File: src/rtl/branch_predictor.sv
// Direct-mapped branch target buffer with 2-bit saturating direction counters.
// Optional performance counters are enabled by defining BP_PERF_CNT_EN.
module branch_predictor #(
  parameter int INDEX_W = 4
) (
  input  logic        clk,
  input  logic        reset,
  input  logic [31:0] IF_PC,
  output logic        IF_hit,
  output logic [31:0] IF_pred_PC,
  input  logic [31:0] ID_EX_PC,
  input  logic        ID_EX_Branch,
  input  logic        ID_EX_Jump,
  input  logic        ID_EX_hit,
  input  logic        PCSrc,
  input  logic [31:0] PC_Branch,
  output logic        EX_mispredict
`ifdef BP_PERF_CNT_EN
  ,
  output logic [31:0] bp_branch_cnt,
  output logic [31:0] bp_mispredict_cnt
`endif
);

  localparam int DEPTH = 1 << INDEX_W;
  localparam int TAG_W = 30 - INDEX_W;

  logic             valid_mem  [DEPTH];
  logic [TAG_W-1:0] tag_mem    [DEPTH];
  logic [31:0]      target_mem [DEPTH];
  logic [1:0]       ctr_mem    [DEPTH];

  logic [INDEX_W-1:0] look_idx;
  logic [TAG_W-1:0]   look_tag;
  logic [INDEX_W-1:0] upd_idx;
  logic [TAG_W-1:0]   upd_tag;
  logic               upd;
  logic               upd_match;
  logic               wr_en;
  logic               wr_valid;
  logic [TAG_W-1:0]   wr_tag;
  logic [31:0]        wr_target;
  logic [1:0]         wr_ctr;
  logic               unused_pc_bits;

  assign look_idx       = IF_PC[INDEX_W+1:2];
  assign look_tag       = IF_PC[31:INDEX_W+2];
  assign upd_idx        = ID_EX_PC[INDEX_W+1:2];
  assign upd_tag        = ID_EX_PC[31:INDEX_W+2];
  assign upd            = ID_EX_Branch | ID_EX_Jump;
  assign upd_match      = valid_mem[upd_idx] && (tag_mem[upd_idx] == upd_tag);
  assign unused_pc_bits = ^{IF_PC[1:0], ID_EX_PC[1:0]};

  // Lookup: pre-update table contents, no write-through bypass
  always_comb begin
    IF_hit     = 1'b0;
    IF_pred_PC = IF_PC + 32'd4;
    if (valid_mem[look_idx] && (tag_mem[look_idx] == look_tag) && ctr_mem[look_idx][1]) begin
      IF_hit     = 1'b1;
      IF_pred_PC = target_mem[look_idx];
    end else begin
      IF_hit     = 1'b0;
    end
  end

  // Misprediction: wrong direction, or taken with a stale stored target
  always_comb begin
    EX_mispredict = 1'b0;
    if (upd) begin
      EX_mispredict = (ID_EX_hit != PCSrc) ||
                      (ID_EX_hit && PCSrc && (target_mem[upd_idx] != PC_Branch));
    end else begin
      EX_mispredict = 1'b0;
    end
  end

  // Training: compute the single entry written at index(ID_EX_PC)
  always_comb begin
    wr_en     = 1'b0;
    wr_valid  = 1'b1;
    wr_tag    = upd_tag;
    wr_target = PC_Branch;
    wr_ctr    = ctr_mem[upd_idx];
    if (ID_EX_Jump) begin
      wr_en  = 1'b1;
      wr_ctr = 2'b11;
    end else if (ID_EX_Branch) begin
      if (PCSrc) begin
        wr_en = 1'b1;
        if (upd_match) begin
          wr_ctr = (ctr_mem[upd_idx] == 2'b11) ? 2'b11 : ctr_mem[upd_idx] + 2'b01;
        end else begin
          wr_ctr = 2'b10;
        end
      end else if (upd_match) begin
        // Not-taken hit only weakens the counter; target is kept
        wr_en     = 1'b1;
        wr_target = target_mem[upd_idx];
        wr_ctr    = (ctr_mem[upd_idx] == 2'b00) ? 2'b00 : ctr_mem[upd_idx] - 2'b01;
      end else begin
        wr_en = 1'b0;
      end
    end else begin
      wr_en = 1'b0;
    end
  end

  // Table storage
  always_ff @(posedge clk or posedge reset) begin
    if (reset) begin
      for (int i = 0; i < DEPTH; i++) begin
        valid_mem[i]  <= 1'b0;
        tag_mem[i]    <= '0;
        target_mem[i] <= 32'd0;
        ctr_mem[i]    <= 2'b01;
      end
    end else if (wr_en) begin
      valid_mem[upd_idx]  <= wr_valid;
      tag_mem[upd_idx]    <= wr_tag;
      target_mem[upd_idx] <= wr_target;
      ctr_mem[upd_idx]    <= wr_ctr;
    end
  end

`ifdef BP_PERF_CNT_EN
  // Free-running event counters, wrap modulo 2^32
  always_ff @(posedge clk or posedge reset) begin
    if (reset) begin
      bp_branch_cnt     <= 32'd0;
      bp_mispredict_cnt <= 32'd0;
    end else begin
      if (upd) begin
        bp_branch_cnt <= bp_branch_cnt + 32'd1;
      end
      if (EX_mispredict) begin
        bp_mispredict_cnt <= bp_mispredict_cnt + 32'd1;
      end
    end
  end
`endif

endmodule

File: config.mk
export PLATFORM = sky130hd
export DESIGN_NAME = branch_predictor
export DESIGN_NICKNAME = d
export VERILOG_FILES = /design/src/rtl/branch_predictor.sv
export SDC_FILE = /design/constraint.sdc
export NUM_CORES = 2
export LEC_CHECK = 0
export ABC_AREA = 1
export CORE_MARGIN = 2
export CORE_UTILIZATION = 40
export CTS_BUF_LIST = sky130_fd_sc_hd__clkbuf_2 sky130_fd_sc_hd__clkbuf_4 sky130_fd_sc_hd__clkbuf_8
export DETAILED_ROUTE_END_ITERATION = 10
export PLACE_DENSITY = 0.61
export SLEW_MARGIN = 30
export SYNTH_ARGS = -nofsm -noshare
export SYNTH_HDL_FRONTEND = slang
export SYNTH_SLANG_ARGS = --single-unit
File: constraint.sdc
create_clock -name clk -period 77.9 [get_ports clk]
set_input_delay 11.685 -clock clk [delete_from_list [all_inputs] [get_ports clk]]
set_output_delay 11.685 -clock clk [all_outputs]
set_load 0.005 [all_outputs]
Word-level counts from Yosys, hierarchy flattened --
Index checks and enable logic that the tools add are counted.
Word-level totals: RAM bits 0, latch bits 0, input bits 102, logic and storage cells 140, flip-flop bits (word level) 976, memories kept 0, output and inout bits 34, memory bits (read-only) 0
Cells by class: magnitude comparators 3, muxes and demuxes 53, bitwise gates (word level) 4, shift operators 0, reduce and logical (&&, ||, !) cells 8, $add $sub $neg 3, equality and inequality tests 5, div/mod/pow operators 0, multipliers 0
Operator list (number):
- $bwmux W512 | 1
- $bwmux W416 | 1
- $mux W32 | 10
- $bmux W32 S4 | 2
- $bmux W26 S4 | 2
- $mux W26 | 5
- $demux W32 S4 | 1
- $demux W26 S4 | 1
- $eq A26 B26 Y1 | 2
- $add A32 B3 Y32 const B | 1
- $bwmux W32 | 1
- $ne A32 B32 Y1 | 1
- $mux W2 | 12
- $bmux W2 S4 | 2
- $or A16 B16 Y16 | 1
- $mux W1 | 11
- $ge A5 B5 Y1 const B | 2
- $not A4 Y5 | 2
- $bmux W1 S4 | 2
- $demux W2 S4 | 1
- $logic_and A1 B1 Y1 | 6
- $lt A5 B1 Y1 const B | 1
- $demux W1 S4 | 1
- $add A2 B1 Y2 const B | 1
- 6 further kinds | 6

Logic depth before layout (Yosys ltp) --
depth after elaboration 11, mapped depth 25

Least setup slack after synthesis --
Ideal clock, no wire load.
path kind input to output, from input IF_PC[2], to output IF_pred_PC[14], data required time 66.215 ns, cell stages on the path 18, path slack 52.090 ns, arrival time 14.125 ns, path through buf_2 > inv_1 > clkbuf_1 > buf_2 > clkbuf_1 > nor2_1 > o211ai_1 > o211ai_1 > nand2_1 > xor2_1 > nand2_1 > nor2_1 > nand3_1 > nor2_1 > inv_1 > clkbuf_1 > nand2_1 > nand2_1
On the way: word-level cells in the longest chain between the ends 8, elaborated cells on any way between the ends 18
Ends and longest elaborated chain:
- start, declared | RTL line 8 | input logic [31:0] IF_PC,
- $not A4 Y5 (implied by the code) | RTL line 58, 60
- $bmux W26 S4 | RTL line 58 | if (valid_mem[look_idx] && (tag_mem[look_idx] == look_tag) && ctr_mem[look_idx][1]) begin
- $mux W26 (implied by the code) (2 in a row) | RTL line 58
- $eq A26 B26 Y1 | RTL line 58
- $logic_and A1 B1 Y1 (2 in a row) | RTL line 58
- $mux W32 * | RTL line 58
- end, declared | RTL line 10 | output logic [31:0] IF_pred_PC,
Mark *: on every way between the ends. The rest lies on a longest branch, timed or not. The select of a mux whose other input is x is not followed.

Final worst setup path --
from input ID_EX_PC[3], to output EX_mispredict
On the way: word-level cells in the longest chain between the ends 8
Ends and longest elaborated chain:
- start, declared | RTL line 11 | input logic [31:0] ID_EX_PC,
- $not A4 Y5 (implied by the code) | RTL line 71 | (ID_EX_hit && PCSrc && (target_mem[upd_idx] != PC_Branch));
- $bmux W32 S4 | RTL line 71
- $mux W32 (implied by the code) (2 in a row) | RTL line 71
- $ne A32 B32 Y1 | RTL line 71
- $logic_and A1 B1 Y1 | RTL line 71
- $logic_or A1 B1 Y1 | RTL line 70 | EX_mispredict = (ID_EX_hit != PCSrc) ||
- $mux W1 | RTL line 69 | if (upd) begin
- end, declared | RTL line 17 | output logic EX_mispredict
No other way between the ends. The select of a mux whose other input is x is not followed.

==> flow_summary_export.csv <==
group,metric,value,unit
synthesis,synthesis.instances,8332,
clock_network,numCtsBuffers,172,
sta,clock_skew,0.0613,ns
layout,multi_input_area,28200,µm²
clock_network,cts_setup_buffers,0,
sta,min_period,30.37,ns
synthesis,synth.cell_area,56000,µm²
drt,finalWirelength,239000,µm
global_route,antenna_found_initial,4,
worst_setup_path,cp-end-kind,"output pin",
layout,nNetsFinal,8229,
pwr,power.share.combinational,21.4,%
clock_network,cts_max_level,4,
die,dieArea,143000,µm²
synthesis,ys.flop_type,"dfrtp_1",
drt,route.met3.wl,32100,µm
die,fp.dieH,378,µm
outcome,outcome,"complete, no violations",
synthesis,ys_ff_latch,976,
synthesis,syn_avg_cell_area,6.73,µm²
synthesis,synth.most_common_cell,"nand2_1",
synthesis,ys_warn_count,0,
sta,drv_slew,0,
layout,drive_gt1_share,5.91,%
drt,detail_route.wl_per_cell,23.6,µm
drt,viasPerCell,5.73,
drt,wl_met2,100000,µm
die,die_w,378,µm
sta,maxSlewHeadroom,19.4,%
global_route,grt_usage,33.0,%
placed_design,hpwl,132000,µm
sta,finalSetupViolCount,0,
layout,seq_area,24400,µm²
drt,drtIter0Drc,8049,
synthesis,synth_edf_count,0,
synthesis,yosys-top-cells-count,"3,841 x nand2_1, 1,176 x o21ai_0, 960 x dfrtp_1, 543 x nor2_1, 410 x clkbuf_1",
global_route,grt_overflow_total,0,
clock_network,cts.sinks,976,
pwr,power_leakage,31.2,nW
sta,worst_pin_slew,1.21,ns
global_route,first_global_vias,53700,
drt,postRouteAntennaNets,0,
sta,rsz0062_at_grt,"no",
worst_setup_path,critPathMaxFanout,91,
sta,max_freq,0.0329,GHz
pwr,pwr-share-clk,33.9,%
die,coreArea,139000,µm²
global_route,grt_pass1_wl,351000,µm
placed_design,routabilityCongestion,0.930,
pwr,power_switching,0.528,mW
worst_hold_path,hold_class,"reg -> reg",
synthesis,ys_async_sr_fraction,100,%
synthesis,syn_nets,8436,
die,row_count,137,
drt,first_pass_iters,9,
global_route,grt_max_degree,185,
worst_setup_path,worstPathRequired,66.21,ns
pwr,internal-power,1.03,mW
sta,fin_crit_sh,39.0,%
drt,wl_met1,94400,µm
synthesis,ys_top_cells_by_area,"dfrtp_1 43%, nand2_1 26%, o21ai_0 11%, nor2_1 3.6%, clkbuf_1 2.7%",
clock_network,path_clk_slew,0.06,ns
clock_network,clk_path_buf_depth,3,
layout,area_growth,11.0,%
synthesis,yosysSeqAreaShare,43.6,%
clock_network,hold_buffers,0,
drt,drc,0,
synthesis,ys_types,42,
worst_setup_path,crit_type,"in -> out",
synthesis,synth_top_area_share,42.9,%
die,io_pins,136,
worst_setup_path,cp_data_arrival_time,18.68,ns
pwr,ir_drop,0.0159,mV
drt,num_vias,58100,
placed_design,io_buffers,133,
sta,setup_tns,0,ns
synthesis,synth_top_cell_by_area,"dfrtp_1",
layout,final_util,44.7,%
die,initial_utilization,40.2,%
drt,highest_layer,"met5",
clock_network,root_buffer,"clkbuf_8",
clock_network,cts_resized,0,
worst_setup_path,worstSetupStartpointType,"primary input",
clock_network,clock_latency,0.95,ns
sta,hold_viol,0,
pwr,switching_share,34.0,%
job,maxCapViolations,0,
pwr,pwr-share-seq,44.8,%
clock_network,cts_tree,"done",
layout,final.fill_count,14400,
pwr,power_density,25.0,nW/µm²
-- layout by cell type (no fill, tap or decap), types with 8 or more instances in the layout --
| cell | count |
|---|---|
| nand2_1 | 3835 |
| o21ai_0 | 1171 |
| dfrtp_1 | 960 |
| nor2_1 | 536 |
| inv_1 | 311 |
| clkbuf_8 | 226 |
| nand3_1 | 174 |
| a22oi_1 | 155 |
| a21oi_1 | 149 |
| clkdlybuf4s50_1 | 127 |
| buf_4 | 87 |
| o211ai_1 | 76 |
| xor2_1 | 60 |
| o22ai_1 | 58 |
| clkbuf_4 | 48 |
| nand4_1 | 39 |
| o221ai_1 | 37 |
| o21ai_1 | 26 |
| clkinv_2 | 24 |
| nor3_1 | 21 |
| a21boi_4 | 16 |
| nand2_4 | 16 |
| dfstp_2 | 16 |
| nor2_4 | 9 |
| buf_6 | 8 |
-- power groups by stage --
stage	registers [mW]	logic, mW	clock network, mW
after floorplan	0.683	0.236	0
after global placement	0.696	0.318	0
after detailed placement	0.699	0.325	0
after CTS	0.692	0.326	0.531
after global routing	0.708	0.376	0.555
final	0.695	0.332	0.527
-- state kept, by name, summed over array words and instances, names as in the netlist --
register and count:
target_mem 512, tag_mem 416, ctr_mem 32, valid_mem 16
-- worst max-delay path: stages --
cell and delay, ns:
buf_4 0.69, clkinv_2 1.03, nor2_4 0.93, buf_4 0.79, buf_12 0.50, a22oi_1 0.14, nand2_1 0.10, nand2_1 0.05
nand2_1 0.10, nor2_1 0.07, xor2_1 0.21, nand2_1 0.08, nor2_1 0.33, nand2_1 0.09, nor2_1 0.39, nand2_1 0.46
nand2_1 0.16, a21oi_1 0.08, clkdlybuf4s50_1 0.45
-- per-layer routing --
| metal | vias to the layer above | global-route usage [%] |
|---|---|---|
| met5 | - | 0 |
| met4 | 4 | 16.4 |
| met3 | 724 | 10.3 |
| met2 | 3714 | 47.8 |
| met1 | 27400 | 44.2 |
| li1 | 26300 | - |
-- cell type report --
cell class                 instances  share of cell area (%)
multi-input combinational       6419                    45.4
timing repair buffer             233                    3.58
clock inverter                    29                   0.432
sequential                       976                    39.3
clock buffer                     274                    5.58
inverter                         323                    2.00
antenna                            2                 0.00804
tap                             1876                    3.77
-- worst paths after layout --
check,from,cells past startpoint,slack (ns),end
worst max-delay path,ID_EX_PC[3],19,47.53,EX_mispredict
worst min-delay path,valid_mem[14],2,0.47,valid_mem[14]
worst max register to register,tag_mem[280],17,72.51,tag_mem[171]
worst min register to register,valid_mem[14],2,0.47,valid_mem[14]
max in group asynchronous,reset,6,63.72,target_mem[248]
min in group asynchronous,reset,2,11.28,target_mem[226]
-- kinds of logic after synthesis --
logic type / after synthesis / share of synthesized area (%)
xor gates and xnor gates: 63 / 0.985
DFF: 976 / 43.6
buffers and inverters: 937 / 6.62
and+or+nand+nor: 4647 / 31.9
adders and majority gates: 2 / 0.0446
AOI/OAI and AO/OA: 1707 / 16.8
-- per-stage QoR --
stage                     instances  setup slack (ns)  hold slack, ns  area [µm²]  power (mW)
final                         10100             47.53           0.469       62200        1.55
after global routing          10100             47.44           0.476       62200        1.64
after detailed placement       9826             47.83           0.451       58400        1.02
after CTS                     10100             47.84           0.465       62200        1.55
after global placement         9824             47.61           0.450       58400        1.01
after floorplan                8332             38.79           0.431       56000       0.919
Note: power is estimated with default switching activity, not from simulation.
